==> src/rtl/ir_pkg.sv <==
// Shared constants for the EBOX IR/DRAM fetch sequencer.
package ir_pkg;

    localparam int unsigned FETCH_CNT_W     = 16;
    localparam int unsigned WAIT_CNT_W      = 8;
    localparam int unsigned TIMEOUT_DEFAULT = 255;
    localparam int unsigned STATE_W         = 3;

    localparam logic [2:0] ST_IDLE      = 3'd0;
    localparam logic [2:0] ST_WAIT_MEM  = 3'd1;
    localparam logic [2:0] ST_LOAD_IR   = 3'd2;
    localparam logic [2:0] ST_LOAD_DRAM = 3'd3;
    localparam logic [2:0] ST_DISPATCH  = 3'd4;
    localparam logic [2:0] ST_ERROR     = 3'd5;

endpackage

==> src/rtl/fetch_timer.sv <==
// Saturating memory-wait counter; expired flags the last wait cycle before timeout.
module fetch_timer
    import ir_pkg::*;
#(
    parameter int unsigned TIMEOUT = TIMEOUT_DEFAULT
) (
    input  logic clk,
    input  logic rst_n,
    input  logic clr,
    input  logic en,
    output logic expired
);

    localparam logic [WAIT_CNT_W-1:0] CNT_MAX   = '1;
    localparam logic [WAIT_CNT_W-1:0] LAST_WAIT = WAIT_CNT_W'(TIMEOUT - 1);

    logic [WAIT_CNT_W-1:0] count;
    logic [WAIT_CNT_W-1:0] count_nxt;

    always_comb begin
        count_nxt = count;
        if (clr) begin
            count_nxt = '0;
        end else if (en && (count != CNT_MAX)) begin
            count_nxt = count + WAIT_CNT_W'(1);
        end
    end

    // expired is high while one more empty cycle would bring the count to TIMEOUT
    always_ff @(posedge clk or negedge rst_n) begin
        if (!rst_n) begin
            count   <= '0;
            expired <= 1'b0;
        end else begin
            count   <= count_nxt;
            expired <= (count_nxt >= LAST_WAIT);
        end
    end

endmodule

==> src/rtl/ir_fetch_seq.sv <==
// EBOX instruction-fetch sequencer: IR/DRAM latch strobes, dispatch handshake,
// halted-EBOX diagnostic loads and memory-wait timeout.
module ir_fetch_seq
    import ir_pkg::*;
#(
    parameter int unsigned TIMEOUT = TIMEOUT_DEFAULT
) (
    input  logic                   eboxClk,
    input  logic                   eboxResetN,
    input  logic                   fetchReq,
    input  logic                   cacheHit,
    input  logic                   mbXfer,
    input  logic                   abort,
    input  logic                   dispatchAck,
    input  logic                   eboxHalted,
    input  logic                   diagLoadIR,
    input  logic                   diagLoadDRAM,
    input  logic                   clearErr,
    output logic                   loadIR,
    output logic                   irSrcMB,
    output logic                   loadDRAM,
    output logic                   dispatchValid,
    output logic                   fetchBusy,
    output logic                   fetchTimeout,
    output logic                   diagReject,
    output logic [FETCH_CNT_W-1:0] fetchCount
);

    logic [STATE_W-1:0]     state;
    logic [STATE_W-1:0]     state_nxt;
    logic                   diag_pend;
    logic                   diag_pend_nxt;
    logic                   load_ir_nxt;
    logic                   src_mb_nxt;
    logic                   load_dram_nxt;
    logic                   timeout_nxt;
    logic                   reject_nxt;
    logic [FETCH_CNT_W-1:0] count_nxt;
    logic                   diag_req;
    logic                   diag_ok;
    logic                   tmr_clr;
    logic                   tmr_en;
    logic                   tmr_expired;

    fetch_timer #(
        .TIMEOUT (TIMEOUT)
    ) u_timer (
        .clk     (eboxClk),
        .rst_n   (eboxResetN),
        .clr     (tmr_clr),
        .en      (tmr_en),
        .expired (tmr_expired)
    );

    // State register and registered outputs
    always_ff @(posedge eboxClk or negedge eboxResetN) begin
        if (!eboxResetN) begin
            state         <= ST_IDLE;
            diag_pend     <= 1'b0;
            loadIR        <= 1'b0;
            irSrcMB       <= 1'b0;
            loadDRAM      <= 1'b0;
            dispatchValid <= 1'b0;
            fetchBusy     <= 1'b0;
            fetchTimeout  <= 1'b0;
            diagReject    <= 1'b0;
            fetchCount    <= '0;
        end else begin
            state         <= state_nxt;
            diag_pend     <= diag_pend_nxt;
            loadIR        <= load_ir_nxt;
            irSrcMB       <= src_mb_nxt;
            loadDRAM      <= load_dram_nxt;
            dispatchValid <= (state_nxt == ST_DISPATCH);
            fetchBusy     <= (state_nxt != ST_IDLE);
            fetchTimeout  <= timeout_nxt;
            diagReject    <= reject_nxt;
            fetchCount    <= count_nxt;
        end
    end

    // Next state and next output values
    always_comb begin
        state_nxt     = state;
        diag_pend_nxt = 1'b0;
        load_ir_nxt   = 1'b0;
        src_mb_nxt    = 1'b0;
        load_dram_nxt = 1'b0;
        timeout_nxt   = fetchTimeout;
        reject_nxt    = 1'b0;
        count_nxt     = fetchCount;
        tmr_clr       = 1'b0;
        tmr_en        = 1'b0;

        diag_req = diagLoadIR | diagLoadDRAM;
        // A diagnostic IR+DRAM pair owns the cycle of its deferred DRAM strobe
        diag_ok  = (state == ST_IDLE) && eboxHalted && !fetchReq && !diag_pend;

        if (diag_pend) begin
            load_dram_nxt = 1'b1;
        end

        case (state)
            ST_IDLE: begin
                if (fetchReq) begin
                    state_nxt = ST_WAIT_MEM;
                    tmr_clr   = 1'b1;
                end else if (diag_ok) begin
                    if (diagLoadIR) begin
                        load_ir_nxt   = 1'b1;
                        src_mb_nxt    = 1'b1;
                        diag_pend_nxt = diagLoadDRAM;
                    end else if (diagLoadDRAM) begin
                        load_dram_nxt = 1'b1;
                    end
                end
            end
            ST_WAIT_MEM: begin
                if (abort) begin
                    state_nxt = ST_IDLE;
                end else if (cacheHit || mbXfer) begin
                    state_nxt   = ST_LOAD_IR;
                    load_ir_nxt = 1'b1;
                    src_mb_nxt  = mbXfer;
                end else begin
                    tmr_en = 1'b1;
                    if (tmr_expired) begin
                        state_nxt   = ST_ERROR;
                        timeout_nxt = 1'b1;
                    end
                end
            end
            ST_LOAD_IR: begin
                if (abort) begin
                    state_nxt = ST_IDLE;
                end else begin
                    state_nxt     = ST_LOAD_DRAM;
                    load_dram_nxt = 1'b1;
                end
            end
            ST_LOAD_DRAM: begin
                state_nxt = abort ? ST_IDLE : ST_DISPATCH;
            end
            ST_DISPATCH: begin
                if (abort) begin
                    state_nxt = ST_IDLE;
                end else if (dispatchAck) begin
                    state_nxt = ST_IDLE;
                    count_nxt = fetchCount + FETCH_CNT_W'(1);
                end
            end
            ST_ERROR: begin
                if (clearErr) begin
                    state_nxt   = ST_IDLE;
                    timeout_nxt = 1'b0;
                end
            end
            default: begin
                state_nxt = ST_IDLE;
            end
        endcase

        if (diag_req && !diag_ok) begin
            reject_nxt = 1'b1;
        end
    end

endmodule

==> config.mk <==
export PLATFORM = sky130hd
export DESIGN_NAME = ir_fetch_seq
export DESIGN_NICKNAME = d
export VERILOG_FILES = /design/src/rtl/ir_pkg.sv /design/src/rtl/fetch_timer.sv /design/src/rtl/ir_fetch_seq.sv
export SDC_FILE = /design/constraint.sdc
export NUM_CORES = 1
export LEC_CHECK = 0
export CORE_MARGIN = 4
export CORE_UTILIZATION = 44
export CTS_CLUSTER_DIAMETER = 60
export DETAILED_ROUTE_END_ITERATION = 7
export HOLD_SLACK_MARGIN = 0.12
export PLACE_DENSITY = 0.8
export SYNTH_ARGS = -nofsm -noshare
export SYNTH_HDL_FRONTEND = slang
export SYNTH_SLANG_ARGS = --single-unit
==> constraint.sdc <==
create_clock -name eboxClk -period 3.41 [get_ports eboxClk]
set_input_delay 1.023 -clock eboxClk [delete_from_list [all_inputs] [get_ports eboxClk]]
set_output_delay 1.023 -clock eboxClk [all_outputs]
set_load 0.02 [all_outputs]
# Word level (Yosys, flattened, before mapping)
# Cells that the tools add are included.
[classes]
shifts = 0
n_mux = 43
n_lt_le_gt_ge = 1
div = 0
n_addsub = 2
mul = 0
bitwise = 2
n_eq_ne = 11
n_reduce_logical = 14
[ops]
columns = ["operator", "count"]
rows = [
  ["two-way mux 1 bit", 27],
  ["two-way mux 3 bit", 8],
  ["case mux 3 bit (6 select lines)", 1],
  ["adder 16 x 1 -> 16 bit (second input constant)", 1],
  ["two-way mux 8 bit", 2],
  ["== test 3 bit (second input constant)", 3],
  ["adder 8 x 1 -> 8 bit (second input constant)", 1],
  ["greater-or-equal comparator 8 bit (second input constant)", 1],
  ["!= test 8 bit (second input constant)", 1],
  ["case mux 1 bit (2 select lines)", 4],
  ["== test 3 x 2 -> 1 bit (second input constant)", 2],
  ["!= test 2 bit (second input constant)", 3],
  ["logical AND 1 bit", 5],
  ["AND reduction 5 bit", 1],
  ["== test 3 x 1 -> 1 bit (second input constant)", 1],
  ["logical NOT 1 bit", 3],
  ["logical NOT 3 bit", 1],
  ["AND reduction 3 bit", 1],
  ["nonzero test 3 bit", 1],
  ["two-way mux 2 bit", 1],
  ["!= test 2 x 1 -> 1 bit (second input constant)", 1],
  ["nonzero test 2 bit", 1],
  ["logical OR 1 bit", 1],
  ["NOT 1 bit", 1],
  ["OR 1 bit", 1],
]
[word_totals]
mem_bits_rw = 0
latchBits = 0
inputBits = 11
output_inout_bits = 23
word_cells = 85
n_memories = 0
mem_bits_ro = 0
register_bits = 36

# Longest topological paths before layout
[depth]
depth_word = 8
mapped_depth = 7
mapped_depth_nobuf = 6

# By module
# Synthesis repeated with hierarchy kept, for this count alone.
[unflattened]
cells_unflattened = 166
hier_area_um2 = 1804.2
[modules_own_cells]
columns = ["module", "seq_area_each_um2", "instances", "cells_each", "area_per_inst_um2"]
rows = [
  ["ir_fetch_seq", 675.6, 1, 109, 1258.7],
  ["fetch_timer", 225.2, 1, 57, 545.5],
]

# Worst setup path after synthesis
# No wires, ideal clock.
[synth_timing]
path_type = "in2reg"
from = "in abort"
to = "reg u_timer.expired"
path_buffers = 0
path_stages = 5
required_ns = 3.309
slack_ns = 1.072
setup_time_ns = 0.101
arrival_time_ns = 2.237
path_cell_list = "nor4b_4 > nand3_4 > mux2i_1 > or3b_1 > nor4_1"
[synth_via]
elab_chain_cells = 6
[synth_rtl]
columns = ["element", "line", "source"]
rows = [
  ["start, declared", "ir_fetch_seq.sv:13", "input logic abort,"],
  ["two-way mux 1 bit", "ir_fetch_seq.sv:119", "if (abort) begin"],
  ["two-way mux 1 bit", "ir_fetch_seq.sv:103", "case (state)"],
  ["logical AND 1 bit", "fetch_timer.sv:24", "end else if (en && (count != CNT_MAX)) begin"],
  ["two-way mux 8 bit", "fetch_timer.sv:24", ""],
  ["two-way mux 8 bit", "fetch_timer.sv:22", "if (clr) begin"],
  ["greater-or-equal comparator 8 bit", "fetch_timer.sv:36", "expired <= (count_nxt >= LAST_WAIT);"],
  ["end signal, assigned", "fetch_timer.sv:36", ""],
  ["end, declared", "fetch_timer.sv:11", "output logic expired"],
]
# Every way passes these cells.
# A chain may end at the register's enable or synchronous reset.

# Worst setup path after layout
# Ends and elaborated chain as after synthesis.

==> qor.yml <==
outcome:
  run_status: "finished clean"
final_layout:
  nFillCells: 326
  layout.nets: 218
  final-seq-area_um2: 901
  syn2layout_area_growth_pct: 28.5
  layout_common_cells: "dfrtp_1 (36), clkdlybuf4s50_1 (32), nand2_1 (22)"
  mostFrequentLayoutCell: "dfrtp_1"
  diodes: 0
  layout-drive-gt1-share_pct: 8.25
  multi_input_area_um2: 783
placement:
  place_congestion: 0.838
  dp_slack_ns: 0.411
  port_buffers: 33
  hpwl_mm: 2.49
detailed_routing:
  dr.pass1.iters: 4
  vias: 1343
  wire_per_inst_um: 13.4
  ant_nets: 0
  drt-total-wl_mm: 3.42
  drt_iter0_drc: 132
  drcViolationCount: 0
  viasPerCell: 5.29
yosys:
  synth_edf_count: 0
  synth_nets: 179
  synth_area_per_cell_um2: 10.3
  synth_top_area_cell: "dfrtp_1"
  synth_ff_type: "dfrtp_1"
  ys_top_cells_by_area: "dfrtp_1 (53%), xnor2_1 (5.1%), nand2_1 (4.8%)"
  async_flop_share_pct: 100
  postSynthCellCount: 166
  synth-seq-area-share_pct: 52.6
  ys_types: 38
  netlist.area_leader.share_pct: 52.6
  syn_area_um2: 1710
  yosysWarnings: 0
  ys_ff_latch: 36
clocking:
  clockBufferDepth: 2
  cts_max_level: 2
  cts_num_sinks: 36
  cts_buffers: 5
  post_cts_resized: 0
  postCtsHoldBufs: 0
  cts_tree: "built"
  clk_pin_slew_worst_paths_ns: 0.07
  cts-root-buf: "clkbuf_8"
  post_cts_buffers: 0
  worst_skew_pair.late_latency_ns: 0.29
die:
  num_rows: 22
  fp.dieH_um: 70.4
  ios: 34
  core_um2: 3720
  die_x_um: 70.4
  start_util_pct: 46.1
  die_area_um2: 4950
sta:
  layout_min_cycle_time_ns: 2.71
  slew_viol_final: 0
  final.setup.worst_slack_ns: 0.699
  worst_pin_slew_ns: 0.763
  fin_setup_tns_ns: 0
  period_share_pct: 79.5
  report.final.hold_viol_count: 0
  max_slew_margin_pct: 49.1
  rsz0062_at_grt: "no"
  setup_viol: 0
  max_freq_mhz: 369
  fin_skew_ns: 0.00798
grt:
  grt_pass1_wl_mm: 6.26
  antenna_found_initial: 0
  overflow: 0
  grt_pass1_vias: 1356
  grt_usage_pct: 15.8
  grt_max_degree: 37
worst_hold_path:
  holdCritPathClass: "reg2reg"
worst_setup_path:
  crit_fanout: 7
  crit_required_ns: 3.60
  critPathLaunchType: "input port"
  critPathCaptureType: "flop"
  r2r_slack_ns: 1.44
  worstPathArrival_ns: 2.90
  path_class: "in2reg"
power:
  ir_drop_uv: 189
  pwr-share-seq_pct: 45.3
  power.density_nw_per_um2: 517
  sw_frac_of_total_pct: 29.1
  p_leak_uw: 0.000994
  p_sw_uw: 332
  intPower_uw: 806
  power_frac_clock_pct: 32.1
  p_comb_share_pct: 22.6
job:
  cap_violations: 0
cell usage after synthesis (3+ instances only):
cell     number
mux2i_1       3
xnor2_1      10
a21oi_1       4
nand4_1       6
nand3_1       7
dfrtp_1      36
nand2_1      22
nor3_1        8
and3_1        5
inv_1         4
xor2_1        9
nor2_1       20
o21ai_0       3
metrics by stage:
| step | std cells | instance area [um2] | power (uW) | util [%] | hold slack [ns] |
|---|---|---|---|---|---|
| after floorplan | 166 | 1710 | 675 | - | 0.437 |
| after global placement | 246 | 2090 | 779 | 56.3 | 0.460 |
| after detailed placement | 246 | 2090 | 782 | 56.3 | 0.466 |
| after CTS | 254 | 2200 | 1150 | 59.2 | 0.480 |
| after global routing | 254 | 2200 | 1200 | 59.2 | 0.508 |
| final | 254 | 2200 | 1140 | 59.2 | 0.471 |
final timing paths:
kind,from,to,cells past startpoint
max,abort,u_timer.expired,6
min,fetchCount[15],fetchCount[15],1
max reg2reg,state[2],u_timer.expired,5
min reg2reg,fetchCount[15],fetchCount[15],1
max in group asynchronous,eboxResetN,loadDRAM,1
min in group asynchronous,eboxResetN,fetchCount[0],1
cell type report:
cell class	instances	area share, %
sequential	36	41.0
multi-input combinational	124	35.6
timing repair buffer	34	15.1
clock buffer	6	3.30
tap	48	2.73
clock inverter	2	1.59
inverter	4	0.683
flip-flops by register name (all words and copies together) (netlist names):
register and flops:
dispatchValid 1, irSrcMB 1, fetchTimeout 1, diag_pend 1, loadDRAM 1, state 3
loadIR 1, diagReject 1, fetchBusy 1, u_timer.count 8, u_timer.expired 1, fetchCount 16
logic make-up (layout without fill, tap and decap cells):
family	after synthesis	after routing	synth area share (%)
compound gates	16	16	6.43
simple gates	83	83	25.7
mux	4	4	2.41
flops	36	36	52.6
xor+xnor	19	19	9.72
fa+ha+maj	2	2	1.46
buf+inv	6	46	1.61
power by group through the flow:
| stage | clock network, uW | logic [uW] | registers (uW) |
|---|---|---|---|
| after floorplan | 0 | 132 | 544 |
| after global placement | 0 | 257 | 522 |
| after detailed placement | 0 | 258 | 524 |
| after CTS | 374 | 260 | 515 |
| after global routing | 391 | 287 | 526 |
| final | 365 | 258 | 515 |
metal layers:
| layer | share of wire (%) | up-vias | global-route usage (%) | routed length (um) |
|---|---|---|---|---|
| li1 | - | 655 | - | - |
| met1 | 47 | 646 | 21.7 | 1600 |
| met2 | 46 | 31 | 23.0 | 1560 |
| met3 | 4.5 | 11 | 4.46 | 153 |
| met4 | 2.8 | 0 | 7.02 | 97 |
| met5 | 0 | - | 0 | 0 |
critical path: stages:
cell and delay [ns]:
clkdlybuf4s50_1 0.49, nor4b_4 0.46, nand3_4 0.17, mux2i_1 0.17
or3b_1 0.38, nor4_1 0.21
Power figures use the tool's default switching activity.
